### src/rtl/y86_instr_encoder.sv
// Y86-64 instruction encoder.
// Takes decoded instruction fields and writes the matching fetch-stage byte
// stream, one byte per clock, into a byte-wide instruction memory starting at
// a running write pointer (val_p).
module y86_instr_encoder #(
   parameter int MEM_SIZE = 1024
) (
   input  logic        clock,
   input  logic        reset_n,
   input  logic        set_addr_v,
   input  logic [63:0] set_addr,
   input  logic        in_valid,
   output logic        in_ready,
   input  logic [3:0]  in_code,
   input  logic [3:0]  in_fun,
   input  logic [3:0]  ra,
   input  logic [3:0]  rb,
   input  logic [63:0] val_c,
   output logic        mem_wr_en,
   output logic [63:0] mem_addr,
   output logic [7:0]  mem_data,
   output logic [63:0] val_p,
   output logic        done,
   output logic        flag_halt,
   output logic        in_error,
   output logic        bad_mem
);

   localparam logic [1:0] S_IDLE   = 2'd0;
   localparam logic [1:0] S_EMIT   = 2'd1;
   localparam logic [1:0] S_HALTED = 2'd2;

   localparam logic [3:0]  ICODE_HALT = 4'd0;
   localparam logic [3:0]  ICODE_MAX  = 4'd11;
   localparam logic [64:0] MEM_LIMIT  = 65'(MEM_SIZE);

   // Encoded length in bytes for each icode; 0 marks an illegal icode.
   function automatic logic [3:0] instr_len(input logic [3:0] code);
      logic [3:0] len;
      case (code)
         4'd0, 4'd1, 4'd9:          len = 4'd1;
         4'd2, 4'd6, 4'd10, 4'd11:  len = 4'd2;
         4'd7, 4'd8:                len = 4'd9;
         4'd3, 4'd4, 4'd5:          len = 4'd10;
         default:                   len = 4'd0;
      endcase
      return len;
   endfunction

   logic [1:0]  state_q,     state_d;
   logic [63:0] val_p_q,     val_p_d;
   logic [3:0]  idx_q,       idx_d;
   logic [3:0]  len_q,       len_d;
   logic [3:0]  code_q,      code_d;
   logic [3:0]  fun_q,       fun_d;
   logic [3:0]  ra_q,        ra_d;
   logic [3:0]  rb_q,        rb_d;
   logic [63:0] valc_q,      valc_d;
   logic        wr_en_q,     wr_en_d;
   logic [63:0] addr_q,      addr_d;
   logic [7:0]  data_q,      data_d;
   logic        done_q,      done_d;
   logic        halt_q,      halt_d;
   logic        err_q,       err_d;
   logic        bad_q,       bad_d;

   // End address (exclusive) of the offered instruction; one extra bit so a
   // pointer near 2^64 cannot wrap past the memory-size check.
   logic [64:0] offer_end;
   assign offer_end = {1'b0, val_p_q} + {61'd0, instr_len(in_code)};

   // Byte image of the latched instruction, indexed by idx_q.
   // Byte 1 is the register pair except for 9-byte forms (jXX/call),
   // where the constant starts immediately after the opcode byte.
   logic [15:0][7:0] byte_arr;
   logic             is_len10;
   assign is_len10 = (len_q == 4'd10);

   assign byte_arr[0] = {code_q, fun_q};
   assign byte_arr[1] = (len_q == 4'd9) ? valc_q[7:0] : {ra_q, rb_q};

   genvar gi;
   generate
      for (gi = 2; gi <= 8; gi++) begin : g_const_bytes
         assign byte_arr[gi] = is_len10 ? valc_q[8*(gi-2) +: 8]
                                        : valc_q[8*(gi-1) +: 8];
      end
   endgenerate

   assign byte_arr[9] = is_len10 ? valc_q[63:56] : 8'h00;

   generate
      for (gi = 10; gi < 16; gi++) begin : g_unused_bytes
         assign byte_arr[gi] = 8'h00;
      end
   endgenerate

   // Handshake is only open in IDLE, and a pointer load takes the cycle.
   assign in_ready = (state_q == S_IDLE) && !set_addr_v;

   // Next-state logic: accept/reject in IDLE, one byte per cycle in EMIT.
   always_comb begin
      state_d = state_q;
      val_p_d = val_p_q;
      idx_d   = idx_q;
      len_d   = len_q;
      code_d  = code_q;
      fun_d   = fun_q;
      ra_d    = ra_q;
      rb_d    = rb_q;
      valc_d  = valc_q;
      wr_en_d = 1'b0;
      addr_d  = addr_q;
      data_d  = data_q;
      done_d  = 1'b0;
      halt_d  = halt_q;
      err_d   = err_q;
      bad_d   = bad_q;

      case (state_q)
         S_IDLE: begin
            if (set_addr_v) begin
               val_p_d = set_addr;
            end else if (in_valid) begin
               if (in_code > ICODE_MAX) begin
                  err_d = 1'b1;
               end else if (offer_end > MEM_LIMIT) begin
                  bad_d = 1'b1;
               end else begin
                  code_d  = in_code;
                  fun_d   = in_fun;
                  ra_d    = ra;
                  rb_d    = rb;
                  valc_d  = val_c;
                  len_d   = instr_len(in_code);
                  idx_d   = 4'd0;
                  state_d = S_EMIT;
               end
            end
         end

         S_EMIT: begin
            wr_en_d = 1'b1;
            addr_d  = val_p_q + {60'd0, idx_q};
            data_d  = byte_arr[idx_q];
            idx_d   = idx_q + 4'd1;
            if (idx_q == len_q - 4'd1) begin
               done_d  = 1'b1;
               idx_d   = 4'd0;
               val_p_d = val_p_q + {60'd0, len_q};
               if (code_q == ICODE_HALT) begin
                  halt_d  = 1'b1;
                  state_d = S_HALTED;
               end else begin
                  state_d = S_IDLE;
               end
            end
         end

         S_HALTED: begin
            state_d = S_HALTED;
         end

         default: begin
            state_d = S_IDLE;
         end
      endcase
   end

   // State and registered outputs; reset aborts any instruction in flight.
   always_ff @(posedge clock or negedge reset_n) begin
      if (!reset_n) begin
         state_q <= S_IDLE;
         val_p_q <= 64'd0;
         idx_q   <= 4'd0;
         len_q   <= 4'd0;
         code_q  <= 4'd0;
         fun_q   <= 4'd0;
         ra_q    <= 4'd0;
         rb_q    <= 4'd0;
         valc_q  <= 64'd0;
         wr_en_q <= 1'b0;
         addr_q  <= 64'd0;
         data_q  <= 8'd0;
         done_q  <= 1'b0;
         halt_q  <= 1'b0;
         err_q   <= 1'b0;
         bad_q   <= 1'b0;
      end else begin
         state_q <= state_d;
         val_p_q <= val_p_d;
         idx_q   <= idx_d;
         len_q   <= len_d;
         code_q  <= code_d;
         fun_q   <= fun_d;
         ra_q    <= ra_d;
         rb_q    <= rb_d;
         valc_q  <= valc_d;
         wr_en_q <= wr_en_d;
         addr_q  <= addr_d;
         data_q  <= data_d;
         done_q  <= done_d;
         halt_q  <= halt_d;
         err_q   <= err_d;
         bad_q   <= bad_d;
      end
   end

   assign mem_wr_en = wr_en_q;
   assign mem_addr  = addr_q;
   assign mem_data  = data_q;
   assign val_p     = val_p_q;
   assign done      = done_q;
   assign flag_halt = halt_q;
   assign in_error  = err_q;
   assign bad_mem   = bad_q;

endmodule

### config.mk
export PLATFORM = sky130hd
export DESIGN_NAME = y86_instr_encoder
export DESIGN_NICKNAME = d
export VERILOG_FILES = /design/src/rtl/y86_instr_encoder.sv
export SDC_FILE = /design/constraint.sdc
export NUM_CORES = 1
export LEC_CHECK = 0
export CAP_MARGIN = 25
export CORE_MARGIN = 2
export CORE_UTILIZATION = 25
export CTS_CLUSTER_DIAMETER = 200
export DETAILED_ROUTE_END_ITERATION = 10
export GPL_ROUTABILITY_DRIVEN = 0
export SYNTH_ARGS = -nofsm -noshare
export SYNTH_HDL_FRONTEND = slang
export SYNTH_SLANG_ARGS = --single-unit
### constraint.sdc
create_clock -name clock -period 3.91 [get_ports clock]
set_clock_uncertainty 0.15 [all_clocks]
set_input_delay 0.5865 -clock clock [delete_from_list [all_inputs] [get_ports clock]]
set_output_delay 0.5865 -clock clock [all_outputs]
set_load 0.005 [all_outputs]
==> results of run 1 <==
## worst max-delay path, delay by kind of cell
kind / cells / cell delay (ns)
mux: 2 / 0.58
compound gates: 3 / 0.35
buf+inv: 9 / 1.11
simple gates: 6 / 1.28
fa+ha+maj: 2 / 0.54
xor+xnor: 1 / 0.12
## kinds of logic after synthesis
| logic type | after synthesis | share of synthesized area, % |
|---|---|---|
| DFF | 230 | 38.6 |
| and+or+nand+nor | 689 | 23.1 |
| adders and majority gates | 17 | 1.58 |
| muxes | 100 | 7.43 |
| xor gates and xnor gates | 85 | 5.00 |
| buffers and inverters | 179 | 5.26 |
| AOI/OAI and AO/OA | 467 | 18.9 |
## per-stage QoR
step	hold WS (ns)	setup WS, ns	setup TNS, ns
CTS	0.104	-0.479	-36.47
finish	0.130	-0.358	-23.10
global route	0.123	-0.493	-35.69
detailed placement	0.314	-1.52	-129.62
global placement	0.306	-1.48	-127.06
floorplan	0.141	-0.600	-48.95
## synth_stat cells (8+ instances only)
cell / instances
nand2b_1: 11
a21oi_1: 137
or3_1: 12
clkbuf_1: 94
and3_1: 13
dfrtp_1: 230
mux2_1: 58
nor4_1: 31
and2_1: 13
mux2_2: 26
nor2b_1: 8
buf_1: 8
a311oi_1: 9
xnor2_1: 43
nor3_1: 43
a211oi_1: 15
o21a_1: 10
nor2_1: 146
nand2_1: 219
o21ai_0: 157
buf_2: 35
nand4_1: 60
a31oi_1: 33
ha_1: 14
mux2i_1: 16
xor2_1: 42
nand3_1: 67
o221ai_1: 10
and4_1: 27
o22ai_1: 11
a22oi_1: 14
inv_1: 30
## timing repair
item / in CTS / in global routing
setup buffers: 16 / 3
hold buffers: 1 / 0
pin swaps: 13 / 22
cloned: 3 / 0
endpoints found under the hold margin: 66 / 0
setup endpoints to repair: 89 / 89
resized for setup: 120 / 41
## final cells by class
class                           instances  area, sq um  area share [%]
Multi-Input combinational cell       1358         8900            41.2
Sequential cell                       230         5760            26.7
Timing Repair Buffer                  525         4960            23.0
Clock inverter                         12          131           0.608
Clock buffer                           37          764            3.54
Inverter                               31          118           0.545
Tap cell                              773          967            4.48
## flip-flops by register name, summed over array words and instances, names as in the netlist
| register | count |
|---|---|
| bad_mem | 1 |
| code_q | 4 |
| done | 1 |
| flag_halt | 1 |
| fun_q | 4 |
| idx_q | 4 |
| in_error | 1 |
| len_q | 3 |
| mem_addr | 64 |
| mem_data | 8 |
| mem_wr_en | 1 |
| ra_q | 4 |
| rb_q | 4 |
| state_q | 2 |
| val_p | 64 |
| valc_q | 64 |
## where the power goes
group | total, mW | internal (mW) | switching [mW] | leakage, nW
Clock | 2.62 | 1.50 | 1.12 | 0.441
Combinational | 0.337 | 0.189 | 0.148 | 5.07
Sequential | 2.39 | 2.38 | 0.00406 | 3.17
Total | 5.34 | 4.08 | 1.27 | 8.68
## how the worst min path moves through the flow
stage,start,end,slack (ns),depth (start not counted)
final,in_code[1],code_q[1]$_DFFE_PN0P_,0.13,2
after global routing,in_code[1],code_q[1]$_DFFE_PN0P_,0.12,2
after CTS,in_code[1],code_q[1]$_DFFE_PN0P_,0.10,2
after detailed placement,flag_halt$_DFFE_PN0P_,flag_halt$_DFFE_PN0P_,0.31,1
after global placement,flag_halt$_DFFE_PN0P_,flag_halt$_DFFE_PN0P_,0.31,1
after floorplan,reset_n,bad_mem$_DFFE_PN0P_,0.14,0
## cell usage in the layout (no fill, tap or decap), types with 60 or more instances in the layout
cell type / Yosys / layout
clkdlybuf4s50_1: 0 / 284
o21ai_0: 157 / 155
nor2_1: 146 / 143
buf_4: 4 / 204
nand4_1: 60 / 60
mux2_4: 0 / 71
a21oi_1: 137 / 133
dfrtp_1: 230 / 229
nand3_1: 67 / 67
nand2_1: 219 / 217
## per-layer routing
metal  vias to the layer above  GRT usage [%]
met5                         -              0
met4                         0           9.23
met3                       202           5.01
met2                      1030           35.1
met1                      7834           28.0
li1                       7249              -
==> qor.yml, run 1 <==
placement:
  io_buffers: 289
  placedCellCount: 2902
  placed_area_sq_mm: 0.0200
  hpwl_um: 51700
routing:
  vias_per_cell: 5.50
  ant_nets: 0
  drtIter0Drc: 1942
  wirelength_um: 69400
  met3_length_um: 7540
  dr.max_layer_used: "met4"
  wire_per_inst_um: 23.4
  met1Wirelength_um: 27000
  drc_errors: 0
  vias: 16300
  wl_met2_um: 31300
  first_pass_iters: 6
die:
  row_count: 89
  die-area_sq_mm: 0.0615
  die_x_um: 248
  pin_count: 290
  fp.coreArea_sq_mm: 0.0589
  fp.dieH_um: 248
  start_util_pct: 25.3
global_route:
  overflow: 0
  grt_start_max_net_pins: 210
  grt_first_pass_wirelength_um: 101000
  grt_util_all_layers_pct: 21.8
  antenna_found_initial: 0
  grt_pass1_vias: 15900
critical_path:
  crit_type: "primary input to flop"
  reg2reg_depth: 12
  critPathLaunchType: "primary input"
  critPathLaunch: "in_code[1]"
  endpoint: "fun_q[3]$_DFFE_PN0P_"
  cp_max_fo: 6
  r2r-start: "val_p[52]$_DFFE_PN0P_"
  timing.rr.end: "fun_q[3]$_DFFE_PN0P_"
  slowest_stage: "fa_2"
  cp_slowest_stage_delay_ns: 0.37
  critPathRequiredTime_ns: 4.20
  worstSetupEndpointType: "flop"
  r2r_setup_slack_ns: -0.19
  crit_arrival_ns: 4.56
  crit_chain: "buf_8 -> a21oi_2 -> mux2_4 -> a21oi_4 -> ha_4 -> inv_2 -> fa_2 -> and3b_2 -> buf_6 -> nor2_2 -> buf_4 -> nor4_4 -> buf_4 -> xnor2_1 -> o31ai_1 -> nor4bb_2 -> nand4_1 -> nor4_4 -> buf_6 -> buf_12 -> buf_12 -> buf_12 -> mux2_4"
  crit_top_cell: "buf_12"
power:
  p_total_mw: 5.34
  p_per_area_mw_per_mm2: 247
  p_leak_nw: 8.68
  ir_worst_vdd_uv: 357
synthesis:
  synth_edf_count: 0
  synth_top_area_share_pct: 38.6
  synthFlopType: "dfrtp_1"
  ys_ff_latch: 230
  ys_seq_area_share_pct: 38.6
  syn-cell-area_sq_mm: 0.0149
  syn_nets: 1932
  synth.distinct_cells: 84
  yosys.area.top_type: "dfrtp_1"
  yosys_warnings: 0
  synth.avg_cell_area_sq_um: 8.43
  synth_cells: 1767
  synthTopCellsByArea: "dfrtp_1 (39%), nand2_1 (5.5%), o21ai_0 (5.3%)"
  postSynth.asyncResetShare_pct: 100
cts:
  cts_num_sinks: 230
  clk_latency_ns: 0.60
  clk_pin_slew_ns: 0.06
  tritoncts: "yes"
  cts-root-buf: "clkbuf_16"
  htreeDepth: 1
  clk_path_buf_depth: 3
  numCtsBuffers: 28
timing:
  layout_setup_ws_ns: -0.358
  worst_pin_slew_ns: 1.03
  post-route-min-period_ns: 4.27
  max_freq_ghz: 0.234
  post-route-period-util_pct: 109
  finalHoldViolations: 0
  finalMaxSlewViolations: 0
  rsz0062_at_grt: "yes"
  maxSlewHeadroom_pct: 31.1
  finalSetupViolCount: 87
cells_and_area:
  instances_no_fill: 2966
  stdcell_area_sq_mm: 0.0216
  num-nets-final: 2339
  drive_above_1_share_pct: 19.2
  area_growth_syn_to_layout_pct: 45.0
  n_antenna_cell: 0
  fin_util_pct: 36.7
  fill_cells: 5897
run_status:
  failed_checks: "negative setup slack"
  outcome: "complete, but fails checks"
job:
  drv_cap: 0
worst_hold_path:
  hold_path_class: "primary input to flop"
Note: power is estimated with default switching activity, not from simulation.
==> inputs of run 2 (changes only) <==
clock period = 4.6 ns   (was 3.91 ns; I/O delays follow)
==> run 2 against run 1 <==
The flow still finishes with violations (negative setup slack); cell count is 2.4% lower; via count is 1.1% lower; register-to-register slack better by 0.19 ns; combinational power is 18% lower; non-clock buffer count is 79 lower; first-iteration DRC count is 8.9% higher; global-route usage is 0.54 points lower; sequential cell count stayed put; sequential power is 15% lower; design area is 3.0% lower; wire length is 1.9% lower; count of clock-buffer cells in the layout is 1 higher; critical path type unchanged; largest cell class unchanged; largest power group unchanged.
==> qor.yml, run 2 (synthesis gave the netlist of run 1 again) <==
power:
  switching_share_pct: 24.2
  p_total_mw: 4.63
  switchingPower_mw: 1.12
  ir_worst_vdd_uv: 305
  power.share.clock_pct: 50.1
  p_per_area_mw_per_mm2: 221
  seqPwrFrac_pct: 43.9
  p_leak_nw: 8.25
  internal-power_mw: 3.51
  combPwrFrac_pct: 6.0
routing:
  ant_nets: 0
  drtIter0Drc: 2114
  wirelength_um: 68100
  vias_per_cell: 5.57
  drc_errors: 0
  wire_per_inst_um: 23.5
  first_pass_iters: 8
  vias: 16100
global_route:
  grt_pass1_vias: 15500
  grt_busiest_layer: "met2"
  overflow: 0
  grt_first_pass_wirelength_um: 99400
  antenna_found_initial: 2
  grt_start_max_net_pins: 89
  use_met1_pct: 27.3
  grt_util_all_layers_pct: 21.3
  use_met2_pct: 34.3
  global_route.usage.met3_pct: 5.15
placement:
  post-place-ws_ns: -1.05
  io_buffers: 289
  placedCellCount: 2807
  hpwl_um: 49900
critical_path:
  path_buf_inv: 8
  slowest_stage: "or3_1"
  cp_slowest_stage_delay_ns: 0.38
  cp_max_fo: 5
  crit_type: "primary input to flop"
  crit_family: "simple AND/OR/NAND/NOR gates"
  timing.rr.end: "valc_q[33]$_DFFE_PN0P_"
  critPathRequiredTime_ns: 4.89
  worstSetupEndpointType: "flop"
  crit_arrival_ns: 4.95
  crit_chain: "buf_6 -> buf_6 -> mux2_4 -> a21oi_4 -> ha_4 -> inv_2 -> fa_2 -> and3b_2 -> o211ai_1 -> or3_1 -> o41ai_2 -> o2111ai_2 -> nor4_2 -> nand4_1 -> nor4_4 -> clkbuf_16 -> buf_12 -> buf_12 -> buf_8 -> clkbuf_16 -> mux2_4"
  critPathLaunchType: "primary input"
  reg2reg_depth: 14
  r2r_setup_slack_ns: 0
  critPathLaunch: "in_code[1]"
  r2r-start: "val_p[16]$_DFFE_PN0P_"
worst_hold_path:
  min_from: "flag_halt$_DFFE_PN0P_"
  hold_path_class: "flop to flop"
  min_path_cells: 1
  min_to: "flag_halt$_DFFE_PN0P_"
die:
  die_x_um: 248
  start_util_pct: 25.3
  fp.dieH_um: 248
  fp.coreArea_sq_mm: 0.0589
  die-area_sq_mm: 0.0615
  row_count: 89
  pin_count: 290
cts:
  clk_pin_slew_ns: 0.06
  cts_num_sinks: 230
  tritoncts: "yes"
  clk_path_buf_depth: 3
  cts-root-buf: "clkbuf_16"
  clk_latency_ns: 0.61
  htreeDepth: 1
  numCtsBuffers: 29
timing:
  worst_pin_slew_ns: 0.964
  post-route-min-period_ns: 4.66
  max_freq_ghz: 0.215
  finalSetupViolCount: 51
  finalMaxSlewViolations: 0
  finalHoldViolations: 0
  maxSlewHeadroom_pct: 35.5
  post-route-period-util_pct: 101
  rsz0062_at_grt: "yes"
  layout_setup_ws_ns: -0.0604
  setup_total_negative_slack_ns: -1.08
run_status:
  outcome: "complete, but fails checks"
  failed_checks: "negative setup slack"
cells_and_area:
  drive_above_1_share_pct: 15.2
  layout_commonest_cell: "clkdlybuf4s50_1"
  area_growth_syn_to_layout_pct: 40.7
  layout_common_cells: "clkdlybuf4s50_1 (284), dfrtp_1 (229), nand2_1 (218)"
  instances_no_fill: 2894
  num-nets-final: 2261
  fin_util_pct: 35.6
job:
  drv_cap: 0
## run 2: area by class of cell
| class | instances | area (sq um) |
|---|---|---|
| Timing Repair Buffer | 446 | 4430 |
| Clock buffer | 38 | 790 |
| Sequential cell | 230 | 5760 |
| Fill cell | 5952 | 37900 |
| Antenna cell | 3 | 7.51 |
| Tap cell | 773 | 967 |
| Multi-Input combinational cell | 1358 | 8740 |
| Inverter | 31 | 118 |
| Clock inverter | 15 | 158 |
## run 2: metrics by stage
stage / hold slack [ns] / area (sq um)
floorplan: 0.244 / 15000
global placement: 0.308 / 19200
detailed placement: 0.305 / 19200
CTS: 0.323 / 20700
global route: 0.348 / 21000
finish: 0.325 / 21000
## run 2: worst max path at each step
stage / to / cells past startpoint
CTS: valc_q[22]$_DFFE_PN0P_ / 21
global placement: valc_q[63]$_DFFE_PN0P_ / 18
global route: valc_q[33]$_DFFE_PN0P_ / 23
finish: valc_q[33]$_DFFE_PN0P_ / 21
detailed placement: valc_q[2]$_DFFE_PN0P_ / 18
floorplan: len_q[3]$_DFFE_PN0P_ / 18
## run 2: power groups by stage
stage,logic (mW),registers [mW],clock network [mW]
finish,0.278,2.03,2.32
CTS,0.275,2.03,2.36
floorplan,0.0464,2.07,0
global placement,0.269,2.07,0
detailed placement,0.268,2.07,0
global route,0.300,2.03,2.44
## run 2: metal layers
| metal | part of all wire, % | wire length (um) |
|---|---|---|
| met2 | 45 | 30800 |
| met1 | 39 | 26300 |
| met5 | 0.019 | 13 |
| met4 | 4.9 | 3330 |
| met3 | 11 | 7710 |
## run 2: what timing repair did
item / in CTS / in global routing
setup endpoints to repair: 88 / 84
pin swaps: 8 / 9
resized for setup: 72 / 45
endpoints found under the hold margin: 69 / 0
buffers inserted: 21 / 6
hold buffers: 1 / 0
cloned: 7 / 2
